**src/rtl/mult_pkg.sv**
```systemverilog
// rtl/mult_pkg.sv - shared constants and state encoding for the sequential Booth multiplier
package mult_pkg;
    localparam int WIDTH  = 32;
    localparam int ITERS  = 32;
    localparam int PROD_W = 2 * WIDTH + 1;
    localparam int CNT_W  = 5;
    localparam logic [CNT_W-1:0] LAST_ITER = CNT_W'(ITERS - 1);

    typedef enum logic [1:0] {
        IDLE = 2'd0,
        RUN  = 2'd1,
        DONE = 2'd2
    } state_t;
endpackage

```
**src/rtl/cla_adder32.sv**
```systemverilog
// rtl/cla_adder32.sv - 32-bit carry-lookahead adder from four 8-bit generate/propagate groups
module cla_adder32 (
    input  logic [31:0] i_a,
    input  logic [31:0] i_b,
    input  logic        i_cin,
    output logic [31:0] o_sum,
    output logic        o_cout
);
    logic [31:0] w_g;
    logic [31:0] w_p;
    logic [31:0] w_carry;
    logic [3:0]  w_gg;
    logic [3:0]  w_gp;
    logic [4:0]  w_gc;

    assign w_g = i_a & i_b;
    assign w_p = i_a ^ i_b;

    always_comb begin
        w_gg = '0;
        w_gp = '1;
        for (int grp = 0; grp < 4; grp++) begin
            for (int k = 0; k < 8; k++) begin
                w_gg[grp] = w_g[grp*8+k] | (w_p[grp*8+k] & w_gg[grp]);
                w_gp[grp] = w_gp[grp] & w_p[grp*8+k];
            end
        end
    end

    // Group carries are fully expanded so no carry ripples between groups.
    assign w_gc[0] = i_cin;
    assign w_gc[1] = w_gg[0] | (w_gp[0] & i_cin);
    assign w_gc[2] = w_gg[1] | (w_gp[1] & w_gg[0]) | (w_gp[1] & w_gp[0] & i_cin);
    assign w_gc[3] = w_gg[2] | (w_gp[2] & w_gg[1]) | (w_gp[2] & w_gp[1] & w_gg[0])
                   | (w_gp[2] & w_gp[1] & w_gp[0] & i_cin);
    assign w_gc[4] = w_gg[3] | (w_gp[3] & w_gg[2]) | (w_gp[3] & w_gp[2] & w_gg[1])
                   | (w_gp[3] & w_gp[2] & w_gp[1] & w_gg[0])
                   | (w_gp[3] & w_gp[2] & w_gp[1] & w_gp[0] & i_cin);

    always_comb begin
        logic c;
        w_carry = '0;
        c       = 1'b0;
        for (int grp = 0; grp < 4; grp++) begin
            c = w_gc[grp];
            for (int k = 0; k < 8; k++) begin
                w_carry[grp*8+k] = c;
                c = w_g[grp*8+k] | (w_p[grp*8+k] & c);
            end
        end
    end

    assign o_sum  = w_p ^ w_carry;
    assign o_cout = w_gc[4];
endmodule

```
**src/rtl/booth_mult_seq.sv**
```systemverilog
// rtl/booth_mult_seq.sv - radix-2 Booth signed multiplier, one iteration per clock, 32 iterations
module booth_mult_seq
    import mult_pkg::*;
#(
    parameter int WIDTH = mult_pkg::WIDTH
) (
    input  logic             clock,
    input  logic             reset,
    input  logic             ctrl_MULT,
    input  logic [WIDTH-1:0] data_operandA,
    input  logic [WIDTH-1:0] data_operandB,
    output logic [WIDTH-1:0] data_result,
    output logic             data_exception,
    output logic             data_resultRDY,
    output logic             busy
);
    state_t              r_state;
    state_t              w_state_next;
    logic [WIDTH-1:0]    r_mcand;
    logic [PROD_W-1:0]   r_prod;
    logic [CNT_W-1:0]    r_cnt;
    logic [WIDTH-1:0]    r_result;
    logic                r_exception;

    logic                w_start;
    logic                w_last;
    logic [WIDTH-1:0]    w_addend;
    logic                w_cin;
    logic [WIDTH-1:0]    w_sum;
    logic                w_cout;
    logic                w_sum_sign;
    logic [PROD_W-1:0]   w_prod_next;
    logic                w_exc_next;

    assign w_start = ctrl_MULT && (r_state != RUN);
    assign w_last  = (r_cnt == LAST_ITER);

    always_comb begin
        w_state_next = r_state;
        case (r_state)
            IDLE:    if (w_start) w_state_next = RUN;
            RUN:     if (w_last) w_state_next = DONE;
            DONE:    w_state_next = w_start ? RUN : IDLE;
            default: w_state_next = IDLE;
        endcase
    end

    // Booth pair 01 adds, 10 subtracts via inverted operand plus carry-in, 00/11 add zero.
    always_comb begin
        w_addend = '0;
        w_cin    = 1'b0;
        case (r_prod[1:0])
            2'b01: w_addend = r_mcand;
            2'b10: begin
                w_addend = ~r_mcand;
                w_cin    = 1'b1;
            end
            default: w_addend = '0;
        endcase
    end

    cla_adder32 u_cla (
        .i_a    (r_prod[PROD_W-1:WIDTH+1]),
        .i_b    (w_addend),
        .i_cin  (w_cin),
        .o_sum  (w_sum),
        .o_cout (w_cout)
    );

    // Sign-extension bit of the 33-bit sum; its own carry-out is discarded.
    assign w_sum_sign  = r_prod[PROD_W-1] ^ w_addend[WIDTH-1] ^ w_cout;
    assign w_prod_next = {w_sum_sign, w_sum, r_prod[WIDTH:1]};
    assign w_exc_next  = (w_prod_next[PROD_W-1:WIDTH+1] != {WIDTH{w_prod_next[WIDTH]}});

    always_ff @(posedge clock) begin
        if (reset) begin
            r_state     <= IDLE;
            r_mcand     <= '0;
            r_prod      <= '0;
            r_cnt       <= '0;
            r_result    <= '0;
            r_exception <= 1'b0;
        end else begin
            r_state <= w_state_next;
            if (w_start) begin
                r_mcand <= data_operandA;
                r_prod  <= {{WIDTH{1'b0}}, data_operandB, 1'b0};
                r_cnt   <= '0;
            end else if (r_state == RUN) begin
                r_prod <= w_prod_next;
                r_cnt  <= r_cnt + 1'b1;
                if (w_last) begin
                    r_result    <= w_prod_next[WIDTH:1];
                    r_exception <= w_exc_next;
                end
            end
        end
    end

    assign data_result    = r_result;
    assign data_exception = r_exception;
    assign data_resultRDY = (r_state == DONE);
    assign busy           = (r_state == RUN);
endmodule

```
**config.mk**
```make
export PLATFORM = sky130hd
export DESIGN_NAME = booth_mult_seq
export DESIGN_NICKNAME = d
export VERILOG_FILES = /design/src/rtl/mult_pkg.sv /design/src/rtl/cla_adder32.sv /design/src/rtl/booth_mult_seq.sv
export SDC_FILE = /design/constraint.sdc
export NUM_CORES = 1
export LEC_CHECK = 0
export BUFFER_PORTS_ARGS = -buffer_cell sky130_fd_sc_hd__buf_2
export CAP_MARGIN = 20
export CELL_PAD_IN_SITES_DETAIL_PLACEMENT = 0
export CELL_PAD_IN_SITES_GLOBAL_PLACEMENT = 2
export CORE_MARGIN = 5
export CORE_UTILIZATION = 37
export CTS_CLUSTER_SIZE = 14
export DETAILED_ROUTE_END_ITERATION = 8
export GPL_ROUTABILITY_DRIVEN = 0
export PLACE_DENSITY_LB_ADDON = 0.1
export REMOVE_ABC_BUFFERS = 1
export SETUP_SLACK_MARGIN = 0.2
export SYNTH_ARGS = -nofsm -noshare
export SYNTH_HDL_FRONTEND = slang
export SYNTH_HIERARCHICAL = 1
export SYNTH_SLANG_ARGS = --single-unit
```
**constraint.sdc**
```tcl
create_clock -name clock -period 9.5 [get_ports clock]
set_input_delay 1.9 -clock clock [delete_from_list [all_inputs] [get_ports clock]]
set_output_delay 1.9 -clock clock [all_outputs]
set_load 0.01 [all_outputs]
```
==> flow_metrics.tcl, run 1 <==
set metrics [dict create \
    status "completed" \
    grt_overflow_total 0 \
    die_h_um 146 \
    crit_family "adder cells" \
    max_clock_freq_ghz 0.161 \
    yosysWarnings 6 \
    ys_seq_area_share_pct 39.9 \
    cp.buffers_inverters 0 \
    synth-async-reset-ratio_pct 0 \
    wl_mm 18.1 \
    drc_errors 0 \
    numClockSinks 137 \
    end_kind "flop" \
    die_area_um2 21400 \
    yosysMostFrequentCell "nand2_1" \
    grt_max_degree 100 \
    routed.top_layer "met4" \
    hold_violations 0 \
    cts_tree "built" \
    place_hpwl_mm 12.1 \
    min_period_ns 6.22 \
    syn_area_um2 6870 \
    slew_headroom_pct 40.2 \
    wl_per_cell_um 15.8 \
    setup_violations 0 \
    ant_nets 0 \
    post_cts_buffers 0 \
    wl_met3_um 916 \
    cts-buffers-inserted 17 \
    avgSynthCellArea_um2 8.31 \
    finalSetupTns_ns 0 \
    powerDensity_nw_per_um2 179 \
    postCtsHoldBufs 0 \
    place_inst 1109 \
    cp_slowest_cell "and2b_4" \
    worst_path_most_repeated_cell "fa_1" \
    netlist_top_cells_area "dfxtp_1, nand2_1, fa_1" \
    rsz0062_at_grt "false" \
    clk_pin_slew_ns 0.07 \
    cts_max_level 4 \
    dr.pass1.iters 4 \
    n_antenna_cell 0 \
    hold_class "flop to flop" \
    synth_common_cells "nand2_1, dfxtp_1, a21oi_1" \
    fin_crit_sh_pct 65.5 \
    die_w_um 146 \
    ir_drop_mv 0.118 \
    antenna_found_initial 0 \
    yosys.area.top_type_share_pct 39.9 \
    crit_fanout 32 \
    grt_pass1_vias 5911 \
    crit_arrival_ns 6.51 \
    met1_length_mm 8.46 \
    rows 49 \
    post_cts_resized 0 \
    nNetsFinal 1030 \
    grt_usage_pct 17.1 \
    cp.required_ns 9.79 \
    tightestPinTransition_ns 0.897 \
    clkLatencyLatePin_ns 0.42 \
    ios 102 \
    fin_skew_ns 0.00855 \
    crit_chain "and2b_4, nand2_1, o21ai_0, ha_1, a2111oi_2, o21ai_1, o21a_1, a22o_1, fa_1, fa_1, fa_1, fa_1, fa_1, fa_1, fa_1, xor2_1, nand2_1, nor3_1, a31oi_1, nor4_1, a211oi_2" \
    io_buffers 101 \
    crit_type "flop to flop" \
    synth_cell_types 39 \
    drive_gt1_share_pct 16.6 \
    max_stage_delay_ns 0.54 \
    slew_viol_final 0 \
    grt_pass1_wl_mm 30.0 \
    synth_top_area_cell "dfxtp_1" \
    leakagePower_nw 3.43 \
    max-cap-violations 0 \
    stdcell_count 1143 \
    areaGrowthSynthToFinish_pct 17.8 \
    synthesis.instances 827 \
    synth_flop_cell "dfxtp_1" \
    cp-start-kind "flop" \
    clock-root-buffer "clkbuf_16" \
    vias 5823 \
    fp.coreArea_um2 18100 \
    synth-edff-count 0 \
    synth-seq-cells 137 \
    dr.first_iter.drc_count 274 \
    start_util_pct 37.9 \
    cts.path.max_buffers 2 \
    met2_length_mm 8.55 \
    via_per_inst 5.09 \
]
-- layer usage --
metal / vias to the layer above / track usage (%)
met5: - / 0
met1: 2734 / 22.7
met4: 0 / 4.19
met2: 108 / 27.6
met3: 10 / 4.93
li1: 2971 / -
-- cell type report --
| type | instances | area [um2] |
|---|---|---|
| fill | 1827 | 10100 |
| multi-input combinational | 626 | 3870 |
| sequential | 137 | 2740 |
| timing repair buffer | 110 | 603 |
| clock buffer | 17 | 425 |
| tap | 229 | 287 |
| clock inverter | 15 | 134 |
| inverter | 9 | 33.8 |
-- cell usage in the layout (no fill, tap or decap), types with 2 or more instances in the layout --
cell | netlist | routed
a31oi_1 | 3 | 3
clkinvlp_4 | 0 | 2
nor4_1 | 6 | 6
mux2i_1 | 33 | 33
clkinv_2 | 0 | 2
clkinv_4 | 0 | 2
nand2b_1 | 4 | 2
a21oi_1 | 104 | 104
inv_8 | 0 | 2
buf_4 | 0 | 8
o211ai_1 | 4 | 4
inv_2 | 2 | 2
nor2_1 | 48 | 48
nand3_1 | 4 | 4
a211oi_1 | 37 | 37
nand4_1 | 11 | 11
xor2_1 | 7 | 7
nor3_1 | 10 | 10
inv_6 | 0 | 6
o21ai_0 | 38 | 38
nand2_1 | 237 | 237
and2_1 | 2 | 2
ha_1 | 34 | 34
fa_1 | 28 | 28
buf_2 | 25 | 100
dfxtp_1 | 137 | 137
inv_1 | 7 | 7
clkbuf_16 | 0 | 17
-- per-stage QoR --
stage          total power, mW  worst slack, ns  hold WS, ns  util [%]  area, um2
6_report                  1.45             3.28        0.451      44.6       8090
3_3_place_gp             0.821             2.86        0.440      41.3       7490
5_1_grt                   1.52             2.79        0.479      44.6       8090
2_1_floorplan            0.753             3.61        0.439         -       6640
4_1_cts                   1.46             2.69        0.456      44.4       8050
3_5_place_dp             0.825             2.68        0.446      41.3       7490
-- report_power, final --
group / switching, mW / internal [mW] / leakage [nW]
Combinational: 0.119 / 0.0725 / 2.04
Clock: 0.287 / 0.344 / 0.272
Sequential: 0.0218 / 0.601 / 1.12
-- path summary, 6_finish.rpt --
| kind | endpoint | slack [ns] | cells past startpoint | from |
|---|---|---|---|---|
| hold reg to reg | data_result[22] | 0.45 | 2 | data_result[22] |
| setup / recovery | data_exception | 3.28 | 21 | r_prod[1] |
| hold / removal | data_result[22] | 0.45 | 2 | data_result[22] |
| setup reg to reg | data_exception | 3.28 | 21 | r_prod[1] |
-- registers in the layout, summed over array words and instances, names as in the netlist --
register and count:
data_result 32, r_prod 65, data_exception 1, r_mcand 32
r_state 2, r_cnt 5
-- worst register-to-register path, stage by stage, from the launching register on --
cell and delay (ns):
dfxtp_1 0.34, and2b_4 0.54, nand2_1 0.10, o21ai_0 0.16, ha_1 0.33, a2111oi_2 0.29
o21ai_1 0.14, o21a_1 0.22, a22o_1 0.22, fa_1 0.38, fa_1 0.39, fa_1 0.39
fa_1 0.39, fa_1 0.39, fa_1 0.39, fa_1 0.38, xor2_1 0.23, nand2_1 0.09
nor3_1 0.18, a31oi_1 0.06, nor4_1 0.36, a211oi_2 0.12
-- cells by family (layout without fill, tap and decap cells) --
| logic type | after synthesis | in the layout | share of synthesized area (%) |
|---|---|---|---|
| buf+inv | 64 | 151 | 3.95 |
| simple gates | 327 | 327 | 19.2 |
| compound gates | 194 | 194 | 16.2 |
| flops | 137 | 137 | 39.9 |
| fa+ha+maj | 62 | 62 | 14.3 |
| xor+xnor | 9 | 9 | 1.26 |
| mux | 34 | 34 | 5.13 |
No activity file was read; power rests on OpenSTA's default activity.
==> inputs of run 2 (changes only) <==
--- a/config.mk
+++ b/config.mk
@@ -10,7 +10,7 @@
 export CELL_PAD_IN_SITES_DETAIL_PLACEMENT = 0
 export CELL_PAD_IN_SITES_GLOBAL_PLACEMENT = 2
 export CORE_MARGIN = 5
-export CORE_UTILIZATION = 37
+export CORE_UTILIZATION = 34
 export CTS_CLUSTER_SIZE = 14
 export DETAILED_ROUTE_END_ITERATION = 8
 export GPL_ROUTABILITY_DRIVEN = 0
==> constraint.sdc (replaced) <==
create_clock -name clock -period 6 [get_ports clock]
set_input_delay 1.2 -clock clock [delete_from_list [all_inputs] [get_ports clock]]
set_output_delay 1.2 -clock clock [all_outputs]
set_load 0.01 [all_outputs]
==> run 2 against run 1 <==
Combinational power grew 75%; hold slack worse by 0.00083 ns; critical endpoint unchanged; register-to-register slack got worse by 2.8 ns; sequential cell count did not move; largest cell class unchanged.
==> flow_metrics.tcl, run 2 (synthesis gave the netlist of run 1 again) <==
set metrics [dict create \
    max-cap-violations 0 \
    hold_violations 0 \
    grt_most_used_layer "met2" \
    slew_headroom_pct 34.7 \
    wl_per_cell_um 15.7 \
    fin_crit_sh_pct 92.3 \
    crit_type "flop to flop" \
    die_h_um 152 \
    clk_pin_slew_ns 0.07 \
    dr.pass1.iters 6 \
    cp_slowest_cell "fa_2" \
    clkLatencyLatePin_ns 0.42 \
    worst_path_most_repeated_cell "fa_2" \
    largest_reg_flops 65 \
    sw_frac_of_total_pct 28.4 \
    nNetsFinal 1047 \
    tightestPinTransition_ns 0.980 \
    place_hpwl_mm 12.7 \
    grt_max_degree 92 \
    met3_usage_pct 5.00 \
    wl_mm 18.8 \
    numClockSinks 137 \
    rows 52 \
    powerDensity_nw_per_um2 276 \
    grt_use_met2_pct 27.6 \
    postCtsHoldBufs 0 \
    crit_arrival_ns 5.81 \
    p_switching_mw 0.659 \
    crit_chain "and2b_4, nand2_1, o21ai_2, ha_4, a2111oi_2, o21ai_1, o21a_1, fa_1, fa_2, fa_2, fa_2, fa_1, fa_2, fa_2, nand4_1, nor3_2, a31oi_2, nor4_2, a211oi_2" \
    grt_usage_pct 16.2 \
    dpl_cell_area_um2 7670 \
    slew_viol_final 0 \
    crit_fanout 7 \
    combinationalPowerShare_pct 14.5 \
    cp-start-kind "flop" \
    cts_max_level 4 \
    regMostFlops "r_prod" \
    setup_violations 0 \
    cts_tree "built" \
    critPathLaunch "r_prod[1]" \
    cts-buffers-inserted 17 \
    drive_gt1_share_pct 21.2 \
    fin_skew_ns 0.0139 \
    die_area_um2 23200 \
    ant_nets 0 \
    layout_setup_ws_ns 0.461 \
    min_period_ns 5.54 \
    grt_pass1_wl_mm 30.7 \
    layout_commonest_cell "nand2_1" \
    dr.first_iter.drc_count 250 \
    cp.required_ns 6.27 \
    leakagePower_nw 3.48 \
    cts.path.max_buffers 2 \
    drc_errors 0 \
    end_kind "flop" \
    finalInstanceArea_um2 8380 \
    r2r_start "r_prod[1]" \
    max_stage_delay_ns 0.64 \
    clock-root-buffer "clkbuf_16" \
    min_from "data_result[26]" \
    grt_util_met1_pct 20.3 \
    n_antenna_cell 0 \
    grt_pass1_vias 5982 \
    fp.coreArea_um2 20000 \
    power_frac_clock_pct 42.8 \
    die_w_um 152 \
    start_util_pct 34.3 \
    seq_power_share_pct 42.7 \
    dp_slack_ns 0.0430 \
    via_per_inst 4.96 \
    areaGrowthSynthToFinish_pct 22.0 \
    ir_drop_mv 0.150 \
    max_clock_freq_ghz 0.181 \
    status "completed" \
    rsz0062_at_grt "false" \
    p_int_mw 1.66 \
    grt_overflow_total 0 \
    finalSetupTns_ns 0 \
    hold_class "flop to flop" \
    ios 102 \
    final_cell_mix "nand2_1, dfxtp_1, a21oi_1, buf_2, nor2_1" \
    antenna_found_initial 2 \
    vias 5957 \
    io_buffers 101 \
]
[run 2: cell count changes in the layout (fill, tap and decap cells not counted), moves of 4 or more]
cell / delta
o21ai_0: -17
o21ai_2: +4
buf_4: +17
fa_1: -13
o21ai_1: +13
fa_2: +13
[run 2: metrics by stage]
step | utilization (%) | hold slack [ns] | cells | power, mW
6_report | 41.8 | 0.450 | 1200 | 2.32
5_1_grt | 41.8 | 0.470 | 1200 | 2.44
4_1_cts | 41.2 | 0.453 | 1199 | 2.34
3_5_place_dp | 38.3 | 0.444 | 1167 | 1.33
3_3_place_gp | 38.3 | 0.441 | 1167 | 1.32
2_1_floorplan | - | 0.439 | 772 | 1.19
[run 2: routing by layer]
metal	part of all wire, %	vias to the layer above
li1	-	3005
met1	46	2841
met2	48	90
met3	4.4	17
met4	0.79	4
met5	0.18	-
[run 2: final cells by class]
class,instances,area (um2)
clock buffer,18,429
inverter,9,33.8
timing repair buffer,127,714
tap,270,338
clock inverter,13,119
fill,2106,11700
sequential,137,2740
multi-input combinational,626,4010
[run 2: timing repair]
action                                  in CTS  in global routing
buffers inserted                             1                  1
endpoints found under the setup margin       1                  1
resized for setup                           13                 39
pin swaps                                    3                  8
[run 2: worst max-delay path, delay by kind of cell, from the launching register on]
family                     cells  cell delay [ns]
and+or+nand+nor                5             1.01
AOI/OAI and AO/OA              6             0.94
adders and majority gates      8             3.12
DFF                            1             0.33
[run 2: path summary, 6_finish.rpt]
path / endpoint / slack [ns] / cells past startpoint
setup / recovery: data_exception / 0.46 / 19
hold / removal: data_result[26] / 0.45 / 2
setup reg to reg: data_exception / 0.46 / 19
hold reg to reg: data_result[26] / 0.45 / 2
[run 2: power groups by stage]
stage	sequential (mW)	clock [mW]	combinational, mW
2_1_floorplan	0.997	0	0.195
3_3_place_gp	1.01	0	0.314
3_5_place_dp	1.01	0	0.318
4_1_cts	0.988	1.03	0.322
5_1_grt	0.995	1.07	0.377
6_report	0.989	0.993	0.336
==> inputs of run 3 (changes only) <==
--- a/config.mk
+++ b/config.mk
@@ -10,11 +10,11 @@
 export CELL_PAD_IN_SITES_DETAIL_PLACEMENT = 0
 export CELL_PAD_IN_SITES_GLOBAL_PLACEMENT = 2
 export CORE_MARGIN = 5
-export CORE_UTILIZATION = 34
+export CORE_UTILIZATION = 31
 export CTS_CLUSTER_SIZE = 14
 export DETAILED_ROUTE_END_ITERATION = 8
 export GPL_ROUTABILITY_DRIVEN = 0
-export PLACE_DENSITY_LB_ADDON = 0.1
+export PLACE_DENSITY = 0.86
 export REMOVE_ABC_BUFFERS = 1
 export SETUP_SLACK_MARGIN = 0.2
 export SYNTH_ARGS = -nofsm -noshare
==> constraint.sdc (replaced) <==
create_clock -name clock -period 4.7 [get_ports clock]
set_input_delay 0.94 -clock clock [delete_from_list [all_inputs] [get_ports clock]]
set_output_delay 0.94 -clock clock [all_outputs]
set_load 0.01 [all_outputs]
==> run 3 against run 2 <==
The run now ends with negative setup slack left; cell count grew 4.7%; via count grew 0.39%; largest cell class unchanged; die area grew 9.0%; clock power grew 28%; sequential cell count is the same; hold slack gained 0.0010 ns; count of clock-buffer cells in the layout grew 1; maximum frequency grew 2.4%; register-to-register slack lost 1.2 ns; clock skew shrank 0.0041 ns; global-route usage shrank 1.1 points; largest power group unchanged.
==> flow_metrics.tcl, run 3 (synthesis gave the netlist of run 1 again) <==
set metrics [dict create \
    status "finished, violations left" \
    failed_checks "negative setup slack" \
    min_period_ns 5.41 \
    start_util_pct 31.5 \
    ios 102 \
    dpl_cell_area_um2 7990 \
    cts-buffers-inserted 17 \
    power_frac_clock_pct 42.3 \
    max_stage_delay_ns 0.56 \
    areaGrowthSynthToFinish_pct 27.8 \
    fp.coreArea_um2 21800 \
    die_w_um 159 \
    p_int_mw 2.13 \
    crit_fanout 7 \
    layout_commonest_cell "nand2_1" \
    place_inst 1218 \
    finalPower_mw 3.00 \
    reg2reg_to "data_exception" \
    layout_setup_ws_ns -0.707 \
    fillCellCount 2243 \
    ant_nets 0 \
    largest_reg_flops 65 \
    grt_pass1_vias 5958 \
    cts_tree "built" \
    vias 5980 \
    wl_per_cell_um 14.9 \
    crit_arrival_ns 5.68 \
    setup_violations 6 \
    r2r_start "r_prod[1]" \
    rows 54 \
    slew_headroom_pct 44.3 \
    drive_gt1_share_pct 26.4 \
    min_from "data_result[29]" \
    cp_slowest_cell "fa_2" \
    drc_errors 0 \
    worst_hold_slack_ns 0.451 \
    antenna_found_initial 0 \
    wl_mm 18.7 \
    worstRegToRegCells 20 \
    stdcell_count 1256 \
    powerDensity_nw_per_um2 341 \
    die_h_um 159 \
    combinationalPowerShare_pct 15.7 \
    cp.required_ns 4.98 \
    place_hpwl_mm 13.2 \
    grt_max_degree 79 \
    leakagePower_nw 3.70 \
    clock-root-buffer "clkbuf_16" \
    n_antenna_cell 0 \
    clkLatencyLatePin_ns 0.43 \
    reg2reg_slack_ns -0.71 \
    grt_most_used_layer "met2" \
    seq_power_share_pct 42.1 \
    grt_use_met2_pct 25.2 \
    fin_skew_ns 0.00984 \
    dr.first_iter.drc_count 336 \
    cp-start-kind "flop" \
    final_cell_mix "nand2_1, dfxtp_1, buf_2, a21oi_1, buf_4" \
    ir_drop_mv 0.201 \
    via_per_inst 4.76 \
    clk_pin_slew_ns 0.06 \
    fin_crit_sh_pct 115 \
    grt_overflow_total 0 \
    die_area_um2 25200 \
    slew_viol_final 0 \
    hold_class "flop to flop" \
    crit_chain "and2b_4, nand2_2, o21ai_4, ha_4, a2111oi_2, o21ai_1, o21a_1, a22o_1, fa_2, fa_2, fa_2, fa_2, fa_2, fa_2, fa_2, nand4_1, nor3_1, a31oi_1, nor4_1, a211oi_2" \
    cts.path.max_buffers 2 \
    dr.pass1.iters 4 \
    nNetsFinal 1092 \
    met3_usage_pct 2.75 \
    max_clock_freq_ghz 0.185 \
    grt_usage_pct 15.1 \
    end_kind "flop" \
    grt_util_met1_pct 19.9 \
    numClockSinks 137 \
    p_switching_mw 0.871 \
    io_buffers 101 \
    rsz0062_at_grt "true" \
    hold_depth 2 \
    tightestPinTransition_ns 0.835 \
    worst_path_most_repeated_cell "fa_2" \
    regMostFlops "r_prod" \
    crit_type "flop to flop" \
    max-cap-violations 0 \
    finalInstanceArea_um2 8780 \
    cts_max_level 4 \
    hold_violations 0 \
    sw_frac_of_total_pct 29.1 \
    grt_pass1_wl_mm 31.3 \
    hold_end "data_result[29]" \
]
## run 3: changes by cell type in the layout (fill, tap and decap cells not counted), sizes merged
cell,before,now
bufinv,1,0
clkinv,3,2
clkbuf,18,19
inv,14,17
buf,127,172
clkinvlp,4,3
## run 3: metrics by stage
step                setup slack (ns)  TNS, ns  utilization, %
global route                  -0.911    -2.99            40.2
detailed placement             -1.13    -4.56            36.6
finish                        -0.707    -1.58            40.2
CTS                           -0.770    -1.91            39.9
global placement               -1.07    -3.80            36.6
floorplan                      -1.19    -4.62               -
## run 3: what timing repair did
action,in CTS,in global routing
resized for setup,51,17
pin swaps,12,8
hold buffers,0,0
endpoints found under the setup margin,11,11
buffers inserted,5,1
## run 3: power groups by stage
stage | combinational [mW] | clock (mW) | sequential [mW]
floorplan | 0.250 | 0 | 1.27
finish | 0.469 | 1.27 | 1.26
CTS | 0.465 | 1.30 | 1.26
global route | 0.529 | 1.35 | 1.27
global placement | 0.439 | 0 | 1.28
detailed placement | 0.441 | 0 | 1.28
## run 3: cell type report
class	count	area, um2	share of cell area (%)
multi-input combinational	626	4040	46.0
tap	280	350	3.99
clock inverter	13	109	1.24
inverter	9	33.8	0.385
clock buffer	19	443	5.04
timing repair buffer	172	1060	12.1
sequential	137	2740	31.2
## run 3: worst max-delay path by stage
stage | start | endpoint | slack [ns] | cells past startpoint
6_report | r_prod[1] | data_exception | -0.71 | 20
5_1_grt | r_prod[1] | data_exception | -0.91 | 20
4_1_cts | r_prod[1] | data_exception | -0.77 | 20
3_5_place_dp | r_prod[0] | data_exception | -1.13 | 20
3_3_place_gp | r_prod[0] | data_exception | -1.07 | 20
2_1_floorplan | r_prod[0] | data_exception | -1.19 | 20
## run 3: worst max-delay path: cells and delay by family (launching register included)
kind	cells	cell delay, ns
and+or+nand+nor	5	0.97
AOI/OAI and AO/OA	7	1.11
adders and majority gates	8	2.84
DFF	1	0.34
## run 3: layer usage
metal  part of all wire (%)  routed length (um)  up-vias
met4                   0.92                 173        0
met2                     49                9150       69
met5                      0                   0        -
met1                     48                8910     2796
li1                       -                   -     3103
met3                    2.7                 513       12
